**src/rtl/wb_loader.sv**
```systemverilog
// -----------------------------------------------------------------------------
// wb_loader
//
// Write-side loader for the weight/bias bank memories. A host streams 32-bit
// words over a valid/ready handshake. The loader fills NBANKS banks in order:
// bank 0 addresses 0..len-1, then bank 1, and so on. It flags completion so
// the inference sequencer can start reading.
//
// Optional feature: define WBL_CHECKSUM_EN to add a running modulo-2^32 sum
// of the accepted words, plus a compare against exp_sum. When the macro is
// undefined, exp_sum does not exist and checksum/chk_err are tied to 0.
//
// Ports
//   clk           rising-edge clock
//   rst           asynchronous, active-high reset
//   start         one-cycle pulse; begins a session from IDLE or DONE
//   abort         return to IDLE on the next edge (has priority over a transfer)
//   len [AW]      words per bank, latched on start (0 or > DEPTH means DEPTH)
//   in_valid      host word valid
//   in_data [32]  host word
//   in_ready      high in every LOAD cycle
//   wr_en         bank write strobe, one cycle per accepted word (registered)
//   wr_bank [BW]  target bank index
//   wr_addr [AW]  target address within the bank
//   wr_data [32]  write data
//   busy          state is LOAD
//   done          state is DONE; held until start, abort or reset
//   words_loaded  accepted words in the current session
//   checksum      running sum of accepted words (WBL_CHECKSUM_EN only, else 0)
//   chk_err       checksum != exp_sum, from the second DONE cycle (else 0)
//   exp_sum       expected sum, sampled in the first DONE cycle (macro only)
// -----------------------------------------------------------------------------
module wb_loader #(
   parameter int NBANKS = 42,
   parameter int DEPTH  = 1025,
   parameter int AW     = 11,
   parameter int BW     = 6
) (
   input  logic          clk,
   input  logic          rst,
   input  logic          start,
   input  logic          abort,
   input  logic [AW-1:0] len,
   input  logic          in_valid,
   input  logic [31:0]   in_data,
`ifdef WBL_CHECKSUM_EN
   input  logic [31:0]   exp_sum,
`endif
   output logic          in_ready,
   output logic          wr_en,
   output logic [BW-1:0] wr_bank,
   output logic [AW-1:0] wr_addr,
   output logic [31:0]   wr_data,
   output logic          busy,
   output logic          done,
   output logic [31:0]   words_loaded,
   output logic [31:0]   checksum,
   output logic          chk_err
);

   localparam logic [1:0] S_IDLE = 2'd0;
   localparam logic [1:0] S_LOAD = 2'd1;
   localparam logic [1:0] S_DONE = 2'd2;

   localparam logic [AW-1:0] DEPTH_A   = AW'(DEPTH);
   localparam logic [BW-1:0] LAST_BANK = BW'(NBANKS - 1);

   logic [1:0]    state;
   logic [BW-1:0] bank;
   logic [AW-1:0] addr;
   logic [AW-1:0] len_q;
   logic [AW-1:0] len_eff;
   logic          addr_last;
   logic          bank_last;
   logic          begin_session;

   // NOTE: every variable gets a value on every path through this block, so
   // no latch is inferred.
   always_comb begin
      len_eff = len;
      if (len == '0 || len > DEPTH_A)
         len_eff = DEPTH_A;
   end

   assign in_ready      = (state == S_LOAD);
   assign busy          = (state == S_LOAD);
   assign done          = (state == S_DONE);
   assign addr_last     = (addr == len_q - AW'(1));
   assign bank_last     = (bank == LAST_BANK);
   assign begin_session = start && (state != S_LOAD);

   // The main FSM, the bank/address counters and the registered write port.
   // NOTE: sequential state uses non-blocking assignments, so every register
   // in this block samples the values from before the edge.
   always_ff @(posedge clk or posedge rst) begin
      if (rst) begin
         state        <= S_IDLE;
         bank         <= '0;
         addr         <= '0;
         len_q        <= '0;
         wr_en        <= 1'b0;
         wr_bank      <= '0;
         wr_addr      <= '0;
         wr_data      <= '0;
         words_loaded <= '0;
      end else begin
         wr_en <= 1'b0;
         if (abort) begin
            // Counters are deliberately left alone; the next start clears them.
            state <= S_IDLE;
         end else if (begin_session) begin
            state        <= S_LOAD;
            bank         <= '0;
            addr         <= '0;
            len_q        <= len_eff;
            words_loaded <= '0;
         end else if (state == S_LOAD && in_valid) begin
            wr_en        <= 1'b1;
            wr_bank      <= bank;
            wr_addr      <= addr;
            wr_data      <= in_data;
            words_loaded <= words_loaded + 32'd1;
            if (addr_last) begin
               addr <= '0;
               // The bank counter stops at the last bank, so it can never
               // reach NBANKS.
               if (bank_last)
                  state <= S_DONE;
               else
                  bank <= bank + BW'(1);
            end else begin
               addr <= addr + AW'(1);
            end
         end
      end
   end

`ifdef WBL_CHECKSUM_EN
   logic last_word;
   logic first_done;

   assign last_word = addr_last && bank_last;

   // first_done is high only in the first DONE cycle. That cycle's edge
   // latches the comparison, so chk_err becomes valid from the second DONE
   // cycle and then holds.
   always_ff @(posedge clk or posedge rst) begin
      if (rst) begin
         checksum   <= '0;
         chk_err    <= 1'b0;
         first_done <= 1'b0;
      end else if (abort) begin
         chk_err    <= 1'b0;
         first_done <= 1'b0;
      end else if (begin_session) begin
         checksum   <= '0;
         chk_err    <= 1'b0;
         first_done <= 1'b0;
      end else if (state == S_LOAD && in_valid) begin
         checksum   <= checksum + in_data;
         first_done <= last_word;
      end else if (first_done) begin
         chk_err    <= (checksum != exp_sum);
         first_done <= 1'b0;
      end
   end
`else
   assign checksum = '0;
   assign chk_err  = 1'b0;
`endif

endmodule

```
**config.mk**
```make
export PLATFORM = sky130hd
export DESIGN_NAME = wb_loader
export DESIGN_NICKNAME = d
export VERILOG_FILES = /design/src/rtl/wb_loader.sv
export SDC_FILE = /design/constraint.sdc
export NUM_CORES = 1
export LEC_CHECK = 0
export ABC_AREA = 1
export BUFFER_PORTS_ARGS = -buffer_cell sky130_fd_sc_hd__buf_2
export CAP_MARGIN = 20
export CORE_ASPECT_RATIO = 2
export CORE_MARGIN = 2
export CORE_UTILIZATION = 48
export CTS_CLUSTER_DIAMETER = 50
export DETAILED_ROUTE_END_ITERATION = 12
export GPL_TIMING_DRIVEN = 0
export PLACE_DENSITY = 0.81
export SETUP_SLACK_MARGIN = 0.3
export SKIP_LAST_GASP = 1
export SYNTH_ARGS = -nofsm -noshare
export SYNTH_HDL_FRONTEND = slang
export SYNTH_SLANG_ARGS = --single-unit
```
**constraint.sdc**
```tcl
create_clock -name clk -period 3.3 [get_ports clk]
set_input_delay 0.33 -clock clk [delete_from_list [all_inputs] [get_ports clk]]
set_output_delay 0.33 -clock clk [all_outputs]
set_load 0.005 [all_outputs]
```
==> out/metrics.yaml <==
report.final.slew_viol_count: 0
postSynthAreaPerCell_um2: 7.833
pwr-share-seq: 0.473
start_util: 0.4873
core_mm2: 0.01241
first_pass_iters: 4
path_cells: "inv_1 -> ha_1 -> inv_2 -> nor2_2 -> nand3_1 -> nand2_1 -> nand2_1 -> nand2_1 -> nand2_1 -> nor2_2 -> nand3_2 -> nand2_4 -> inv_4 -> nor2_8 -> nor2_1"
io_buffers: 132
gp_congestion: 0.8790
cts_root_buf: "clkbuf_16"
dieArea_mm2: 0.01357
holdWs_ns: 0.08199
synthCells: 772
cts_resized: 0
synth_edf_count: 0
num_vias: 5571
synth_seq_area_share: 0.4635
fp-row-count: 58
clk_latency_ns: 0.35
netlist_area_mm2: 0.006047
worstPathRequired_ns: 3.54
area_growth_pct: 21.85
post_cts_buffers: 0
status: "finished, final reports clean"
yosys.cell_count.top_type: "nand2_1"
fin_tns_setup_ns: 0
grt.overflow.total: 0
cap_violations: 0
rr_endpoint: "addr[5]$_DFFE_PP0P_"
max_freq_mhz: 459.7
p_int_w: 0.002488
holdBufCountCts: 0
power.switching_w: 0.001222
swShare: 0.3294
ys_warn_count: 0
cts.sinks: 112
rsz0062_at_grt: "no"
drt_iter0_drc: 461
cp_top_family: "simple AND/OR/NAND/NOR gates"
grt_pass1_vias: 5253
r2r-start: "len_q[0]$_DFFE_PP0P_"
worst-setup-path-type: "reg -> reg"
critPathSlowestCell: "dfrtp_1"
max_stage_delay_ns: 0.42
hpwl_um: 11310
async_flop_share: 1.000
rr_worst_depth: 15
ant_nets: 0
arrival_ns: 2.42
yosys.area.top_type: "dfrtp_1"
cp_common_cell: "nand2_1"
fp.dieW_um: 83.37
ys_top_cells_by_count: "262 x nand2_1, 112 x dfrtp_1, 65 x nor2_1"
synthFlopType: "dfrtp_1"
crit_buf_inv: 3
ios: 166
powerDensity_mw_per_mm2: 503.5
end_kind: "register"
routed_via_density: 5.046
crit_fanout: 9
grt_start_max_net_pins: 43
diodes: 0
cts_tree: "yes"
drc_errors: 0
cts_buffers: 9
fin_crit_ns: 2.175
drt-total-wl_um: 15080
synth_cell_types: 42
combinationalPowerShare: 0.229
finalCritPeriodShare: 0.6592
gr-usage-all-layers: 0.2246
final_hold_viol_count: 0
peakVddDrop_uv: 380.6
htree_levels: 3
synth-seq-cells: 112
grt_pass1_wl_um: 24910
wl_per_cell_um: 13.66
leakagePower_nw: 3.949
setup_viol: 0
antenna_found_initial: 0
die_h_um: 162.7
cp-start-kind: "register"
clock_skew_ns: 0.009428
tightest_slew_ns: 0.7188
hp-class: "in -> async"
synth_top_area_share: 0.4635
clkPwrFrac: 0.299
clkTransAtPathRegs_ns: 0.08
cts_buffer_depth: 2
ys_top_cells_by_area: "dfrtp_1 46%, nand2_1 16%, buf_4 4.2%"
slew_headroom: 0.5198
r2r_setup_slack_ns: 1.12
totalPowerFinal_w: 0.003710
drive_above_1_share: 0.2358
final_nets: 1002
[power by group through the flow]
stage                     clock (W)  sequential (W)  combinational, W
final                       0.00111         0.00175          0.000849
after global routing        0.00119         0.00179          0.000964
after CTS                   0.00114         0.00175          0.000856
after detailed placement          0         0.00178          0.000851
after global placement            0         0.00177          0.000815
after floorplan                   0         0.00177          0.000511
[cell families (layout without fill, tap and decap cells)]
kind of cell    Yosys count  count (layout)  synth area share
simple gates            448             448            0.3346
fa+ha+maj                 5               5           0.01035
xor+xnor                 23              23           0.03331
flops                   112             112            0.4635
buf+inv                 119             269           0.09828
compound gates           64              64           0.05938
other cells               1              33         0.0006201
[state kept, by name, indices dropped and copies added, names as in the netlist]
register,flops
state,2
bank,6
wr_bank,6
wr_en,1
wr_data,32
words_loaded,32
addr,11
len_q,11
wr_addr,11
[routing by layer]
layer | share of wire | track usage
met5 | 0 | 0
met2 | 0.51 | 0.3812
met4 | 0.023 | 0.08569
met1 | 0.41 | 0.2898
met3 | 0.056 | 0.03345
[worst max-delay path by stage]
stage / cells past startpoint / start / slack, ns / endpoint
3_5_place_dp: 15 / len_q[0]$_DFFE_PP0P_ / 1.13 / addr[3]$_DFFE_PP0P_
2_1_floorplan: 15 / len_q[0]$_DFFE_PP0P_ / 1.45 / addr[5]$_DFFE_PP0P_
4_1_cts: 15 / len_q[0]$_DFFE_PP0P_ / 1.12 / addr[3]$_DFFE_PP0P_
5_1_grt: 15 / len_q[0]$_DFFE_PP0P_ / 0.83 / addr[3]$_DFFE_PP0P_
3_3_place_gp: 2 / rst / 0.88 / words_loaded[11]$_DFFE_PP0P_
6_report: 15 / len_q[0]$_DFFE_PP0P_ / 1.12 / addr[5]$_DFFE_PP0P_
[placed cells by master (no fill, tap or decap), drive strengths merged, types with 2 or more instances in the layout]
master	instances
nor3	20
nand3	44
o31ai	4
a21oi	17
ha	5
clkbuf	22
nor2	80
xnor2	3
nor4	4
clkinv	5
o21ai	35
xor2	20
inv	67
nand4	29
a211oi	3
conb	33
dfrtp	112
nand2	268
buf	174
o21a	2
[per-stage QoR]
step	instance area, um2	utilization	worst slack (ns)	instances
after CTS	7368	0.5938	1.122	1104
after global routing	7368	0.5938	0.8338	1104
after floorplan	6171	-	1.452	804
final	7368	0.5938	1.125	1104
after detailed placement	7059	0.5689	1.135	1088
after global placement	7019	0.5656	0.8842	1086
[layout make-up]
class | count | area, um2
inverters | 66 | 254.0
well taps | 150 | 187.7
repair buffers | 134 | 700.7
clock buffers | 9 | 225.2
flip-flops and latches | 112 | 2803
multi-input cells | 573 | 2770
fillers | 1108 | 5041
plain buffers | 53 | 344.1
clock inverters | 7 | 83.83
Power figures use the tool's default switching activity.
